[src/rtl/rsa_pkg.sv]
// Shared definitions for the RSA result-register stream datapath.
//   stream_state_t : FSM encoding of the word serializer
//   calc_nwords    : words per streamed result; returns 0 for an illegal
//                    WIDTH/WORD pairing so callers can reject it at elaboration
package rsa_pkg;

  typedef enum logic {
    ST_IDLE   = 1'b0,
    ST_STREAM = 1'b1
  } stream_state_t;

  function automatic int calc_nwords(input int width, input int word);
    if (word < 1) begin
      return 0;
    end else if ((width % word) != 0) begin
      return 0;
    end else begin
      return width / word;
    end
  endfunction

endpackage

[src/rtl/word_serializer.sv]
// Word serializer: snapshots a WIDTH-bit value and emits it as NWORDS words
// of WORD bits, least-significant word first, over a valid/ready handshake.
// Ports:
//   clk_i, rst_i    : clock, asynchronous active-high reset
//   ena_i           : global enable; 0 freezes state and drops valid
//   clear_n_i       : active-low clear; aborts an active stream
//   start_i         : request a snapshot of snap_i (accepted only in IDLE)
//   snap_i          : value captured on an accepted start
//   ready_i         : sink ready
//   valid_o, data_o, last_o : stream word, valid and final-word marker
//   busy_o          : high for the whole stream
module word_serializer
  import rsa_pkg::*;
#(
  parameter int WIDTH = 8,
  parameter int WORD  = 4
) (
  input  logic             clk_i,
  input  logic             rst_i,
  input  logic             ena_i,
  input  logic             clear_n_i,
  input  logic             start_i,
  input  logic [WIDTH-1:0] snap_i,
  input  logic             ready_i,
  output logic             valid_o,
  output logic [WORD-1:0]  data_o,
  output logic             last_o,
  output logic             busy_o
);

  localparam int NWORDS = calc_nwords(WIDTH, WORD);
  localparam int CW     = (NWORDS > 1) ? $clog2(NWORDS) : 1;
  localparam logic [CW-1:0] LAST_IDX = CW'(NWORDS - 1);

  if (WORD < 1) begin : g_bad_word
    $error("word_serializer: WORD must be >= 1");
  end
  if (NWORDS < 1) begin : g_bad_width
    $error("word_serializer: WIDTH must be a non-zero multiple of WORD");
  end

  stream_state_t    state_q, state_d;
  logic [WIDTH-1:0] shadow_q, shadow_d;
  logic [CW-1:0]    count_q, count_d;

  // State, shadow and word-count registers
  always_ff @(posedge clk_i or posedge rst_i) begin
    if (rst_i) begin
      state_q  <= ST_IDLE;
      shadow_q <= {WIDTH{1'b0}};
      count_q  <= {CW{1'b0}};
    end else begin
      state_q  <= state_d;
      shadow_q <= shadow_d;
      count_q  <= count_d;
    end
  end

  // Next-state logic: snapshot on start, advance on transfer, abort on clear
  always_comb begin
    state_d  = state_q;
    shadow_d = shadow_q;
    count_d  = count_q;
    if (ena_i) begin
      case (state_q)
        ST_IDLE: begin
          // a start coinciding with clear is dropped
          if (start_i && clear_n_i) begin
            state_d  = ST_STREAM;
            shadow_d = snap_i;
            count_d  = {CW{1'b0}};
          end else begin
            state_d  = ST_IDLE;
          end
        end
        ST_STREAM: begin
          // abort outranks a same-cycle transfer
          if (!clear_n_i) begin
            state_d  = ST_IDLE;
            shadow_d = {WIDTH{1'b0}};
            count_d  = {CW{1'b0}};
          end else if (ready_i) begin
            if (count_q == LAST_IDX) begin
              state_d  = ST_IDLE;
              shadow_d = {WIDTH{1'b0}};
              count_d  = {CW{1'b0}};
            end else begin
              shadow_d = shadow_q >> WORD;
              count_d  = count_q + CW'(1);
            end
          end else begin
            state_d  = ST_STREAM;
          end
        end
        default: begin
          state_d  = ST_IDLE;
          shadow_d = {WIDTH{1'b0}};
          count_d  = {CW{1'b0}};
        end
      endcase
    end else begin
      state_d = state_q;
    end
  end

  // Output decode: depends only on state and ena, never on ready
  always_comb begin
    valid_o = 1'b0;
    data_o  = {WORD{1'b0}};
    last_o  = 1'b0;
    busy_o  = 1'b0;
    if (state_q == ST_STREAM) begin
      valid_o = ena_i;
      data_o  = shadow_q[WORD-1:0];
      last_o  = (count_q == LAST_IDX);
      busy_o  = 1'b1;
    end else begin
      valid_o = 1'b0;
    end
  end

endmodule

[src/rtl/result_reg_stream.sv]
// Montgomery-loop result register with snapshot-and-stream unload.
// Holds R_i (clear / load from A or reg_rji / divide-by-2 shift) and hands a
// pre-update snapshot of R_i to a word serializer on start_out. R_i keeps
// updating while an earlier result is still being drained.
// Ports:
//   clk, rst            : clock, asynchronous active-high reset
//   ena                 : global enable
//   clear               : active-low clear of R_i; aborts an active stream
//   load, lock          : load R_i from reg_rji (lock=1) or A (lock=0)
//   shift               : R_i >> 1 with zero fill
//   reg_rji, A          : load sources
//   start_out           : snapshot and stream current R_i
//   out_ready           : sink ready
//   R_i                 : result register
//   out_valid/out_data/out_last/busy : stream interface
module result_reg_stream
  import rsa_pkg::*;
#(
  parameter int WIDTH = 8,
  parameter int WORD  = 4
) (
  input  logic             clk,
  input  logic             rst,
  input  logic             ena,
  input  logic             clear,
  input  logic             load,
  input  logic             lock,
  input  logic             shift,
  input  logic [WIDTH-1:0] reg_rji,
  input  logic [WIDTH-1:0] A,
  input  logic             start_out,
  input  logic             out_ready,
  output logic [WIDTH-1:0] R_i,
  output logic             out_valid,
  output logic [WORD-1:0]  out_data,
  output logic             out_last,
  output logic             busy
);

  logic [WIDTH-1:0] r_q, r_d;

  // Result register
  always_ff @(posedge clk or posedge rst) begin
    if (rst) begin
      r_q <= {WIDTH{1'b0}};
    end else begin
      r_q <= r_d;
    end
  end

  // R_i update: clear > load > shift > hold
  always_comb begin
    r_d = r_q;
    if (ena) begin
      if (!clear) begin
        r_d = {WIDTH{1'b0}};
      end else if (load) begin
        r_d = lock ? reg_rji : A;
      end else if (shift) begin
        r_d = r_q >> 1;
      end else begin
        r_d = r_q;
      end
    end else begin
      r_d = r_q;
    end
  end

  assign R_i = r_q;

  // snapshot is the registered R_i, so a same-cycle load/shift is not captured
  word_serializer #(
    .WIDTH (WIDTH),
    .WORD  (WORD)
  ) u_ser (
    .clk_i     (clk),
    .rst_i     (rst),
    .ena_i     (ena),
    .clear_n_i (clear),
    .start_i   (start_out),
    .snap_i    (r_q),
    .ready_i   (out_ready),
    .valid_o   (out_valid),
    .data_o    (out_data),
    .last_o    (out_last),
    .busy_o    (busy)
  );

endmodule

[config.mk]
export PLATFORM = sky130hd
export DESIGN_NAME = result_reg_stream
export DESIGN_NICKNAME = d
export VERILOG_FILES = /design/src/rtl/rsa_pkg.sv /design/src/rtl/word_serializer.sv /design/src/rtl/result_reg_stream.sv
export SDC_FILE = /design/constraint.sdc
export NUM_CORES = 1
export LEC_CHECK = 0
export ABC_AREA = 1
export CAP_MARGIN = 30
export CORE_ASPECT_RATIO = 0.5
export CORE_MARGIN = 2
export CORE_UTILIZATION = 36
export DETAILED_ROUTE_END_ITERATION = 8
export GPL_TIMING_DRIVEN = 0
export PLACE_DENSITY_LB_ADDON = 0.3
export SLEW_MARGIN = 10
export SYNTH_ARGS = -nofsm -noshare
export SYNTH_HDL_FRONTEND = slang
export SYNTH_HIERARCHICAL = 1
export SYNTH_SLANG_ARGS = --single-unit
[constraint.sdc]
create_clock -name clk -period 1.4 [get_ports clk]
set_input_delay 0.21 -clock clk [delete_from_list [all_inputs] [get_ports clk]]
set_output_delay 0.21 -clock clk [all_outputs]
set_load 0.03 [all_outputs]
==> impl_results.md <==
- Final global-route overflow total: 0
- Antenna Violating Nets Remaining: 0
- Post-synthesis sequential area ratio: 38.1%
- Via count of the first global-routing pass: 988
- WP data arrival: 1.10 ns
- Library cells used by synthesis: 19
- Number of port buffers: 37
- Level count of the clock H-tree: 1
- Post-route clock skew: 0.00433 ns
- Estimated wirelength of the detail-placed design: 2020 um
- Post-layout util: 52.8%
- Max-capacitance violation count: 0
- Number of antenna violations at the first check in global routing: 0
- Cell taking the most area after synthesis: sky130_fd_sc_hd__dfrtp_1
- Async set or reset register ratio after synthesis: 100%
- CTS tree: yes
- Total placed instance area: 1600 sq um
- Buffer levels on the longest clock path: 2
- Highest Clock Rate: 761 MHz
- Count of routing violations after the opening detailed-route iteration: 36
- Weighted congestion reported at the end of routability-driven placement: 0.760
- Vias after detailed routing: 1124
- Sum of buffers and inverters on the critical path: 3
- Post-Route WL: 2560 um
- Average routed wire per standard cell: 9.98 um
- Data required, critical path: 1.19 ns
- Slew headroom: 74.0%
- Number of hold-slack violations in the final timing report: 0
- Number of cells in the finished layout apart from fillers: 256
- Transition time at the pin with the least slew margin: 0.390 ns
- Number of filler cells placed in the layout: 312
- Post-cts resize count: 39
- Ant. Diodes: 0
- Share of Yosys cell area claimed by the top area cell type: 38.1%
- Synthesized flop and latch total: 18
- Total core area: 3070 sq um
- Number of warnings reported in the yosys synthesis log: 6
- Die Footprint: 3790 sq um
- Largest stage delay, worst path: 0.42 ns
- Fraction of layout cells with a size suffix above 1: 13.0%
- Io pins: 40
- Post-synthesis cell count: 175
- Type of the tightest min-delay check: in2async
- First drt pass iteration count: 7
- Leakage dissipation: 1.00 nW
- Main flop type after synthesis: sky130_fd_sc_hd__dfrtp_1
- Post-synth top cells: sky130_fd_sc_hd__nand2_1, sky130_fd_sc_hd__inv_1, sky130_fd_sc_hd__dfrtp_1
- Clock root buffer: sky130_fd_sc_hd__clkbuf_8
- Dominant delay contributor by cell family on the critical path: flip-flops
- CTS clk-pin slew, worst paths: 0.07 ns
- Starting density of the core: 38.6%
- Cells after DPL: 252
- Largest net degree at the start of global routing: 11
- Number of buffers inserted to repair setup after CTS: 0
- GRT Util Overall: 14.4%
- Nets: 242
- Number of sinks on the clock net: 18
- Vertical die dimension: 44.5 um
- Crit path capture type: output port
- Synth top area cells: sky130_fd_sc_hd__dfrtp_1, sky130_fd_sc_hd__nand2_1, sky130_fd_sc_hd__inv_1
- Post-route DRC violation count: 0
- CP max stage cell: sky130_fd_sc_hd__dfrtp_2
- Overall power of the completed layout: 0.00188 W
- Horiz. Die Dim: 85.1 um
- Synthesized netlist net count: 200
- Shortest clock period the worst path allows after layout: 1.31 ns
- Mean instance size in the synthesized netlist: 6.76 sq um
- Worst IR drop on VDD: 0.657 mV
- Worst Path Max Fanout: 10
- EDFF count, synth: 0
- Area of combinational cells with multiple inputs: 567 sq um
- Rows: 14
- Sort of element at the start of the critical path: flip-flop
- Number of buffers inserted by hold repair at cts: 0
- Fin crit share: 93.9%
- Critical path, cell by cell: buf_6 > nand2_1 > inv_1 > buf_2
- Final Max Slew Viols: 0
- Signed area change from the synthesized netlist to the final layout: 36.9%
- First-pass GRT wire length: 4270 um
- Most frequent cell after synthesis: sky130_fd_sc_hd__nand2_1
- Worst-Skew Late Latency: 0.25 ns
- Register cell area after layout: 452 sq um
- Fin area: 1620 sq um
- RSZ-0062 raised after global routing: false
- Outcome: completed
- Total power density per cell area: 1160 nW/um^2
- Total CTS buffers: 3
- WS Path Type: reg2out
- Via density: 4.39
- Final setup vio count: 0
- Worst hold-check slack: 0.223 ns
- Synth Cell Area: 1180 sq um
[layout make-up]
cell class | count | area share, %
Clock buffer | 4 | 3.40
Buffer | 4 | 2.40
Timing Repair Buffer | 37 | 20.4
Sequential cell | 18 | 27.9
Multi-Input combinational cell | 120 | 35.0
Tap cell | 40 | 3.09
Inverter | 33 | 7.81
[layer usage]
layer	track usage, %	wire [um]	part of all wire, %
met1	17.9	1220	48
met2	26.1	1190	46
met3	3.54	132	5.2
met4	2.86	19	0.74
met5	0	0	0
[through the flow]
step                worst slack [ns]  TNS [ns]
floorplan                     0.0127         0
global placement              -0.481     -3.35
detailed placement            -0.502     -3.61
CTS                           0.0389         0
global route                 0.00809         0
finish                        0.0855         0
[sequential cells by signal, indices dropped and copies added (netlist names)]
signal	count
R_i	8
u_ser/shadow_q	8
u_ser/count_q	1
u_ser/state_q	1
[worst paths after layout]
kind / start / endpoint / slack, ns / cells past startpoint
min reg2reg: u_ser/shadow_q[4] / u_ser/shadow_q[4] / 0.51 / 2
max in group asynchronous: rst / u_ser/state_q / 0.84 / 2
min in group clk: load / R_i[7] / 0.33 / 5
max reg2reg: u_ser/state_q / u_ser/state_q / 0.29 / 5
max: u_ser/state_q / out_last / 0.09 / 4
min: rst / R_i[0] / 0.22 / 2
[layout by cell type, fill, tap and decap left out, types with 2 or more instances in the layout]
cell type,synthesis,layout
sky130_fd_sc_hd__o21ai_0,2,2
sky130_fd_sc_hd__buf_2,1,7
sky130_fd_sc_hd__inv_1,28,28
sky130_fd_sc_hd__buf_6,3,3
sky130_fd_sc_hd__nand3_1,16,16
sky130_fd_sc_hd__dfrtp_1,18,17
sky130_fd_sc_hd__inv_2,3,3
sky130_fd_sc_hd__clkdlybuf4s50_1,0,20
sky130_fd_sc_hd__dlygate4sd2_1,0,10
sky130_fd_sc_hd__nand4_1,8,8
sky130_fd_sc_hd__nor2_1,3,3
sky130_fd_sc_hd__nand2_4,3,3
sky130_fd_sc_hd__nand2_1,82,82
sky130_fd_sc_hd__clkbuf_8,0,4
[kinds of logic (layout without fill, tap and decap cells)]
kind of cell           after synthesis  count (layout)  share of synthesized area, %
AND/OR/NAND/NOR                    117             117                          46.4
flip-flops                          18              18                          38.1
buffers and inverters               37              78                          14.0
AO/OA/AOI/OAI                        3               3                          1.59
[where the power goes]
part | switching (W) | total [W] | internal [W]
clock network | 0.000161 | 0.000410 | 0.000249
logic | 0.000477 | 0.000759 | 0.000282
registers | 0.0000928 | 0.000708 | 0.000615
No activity file was read; power rests on OpenSTA's default activity.
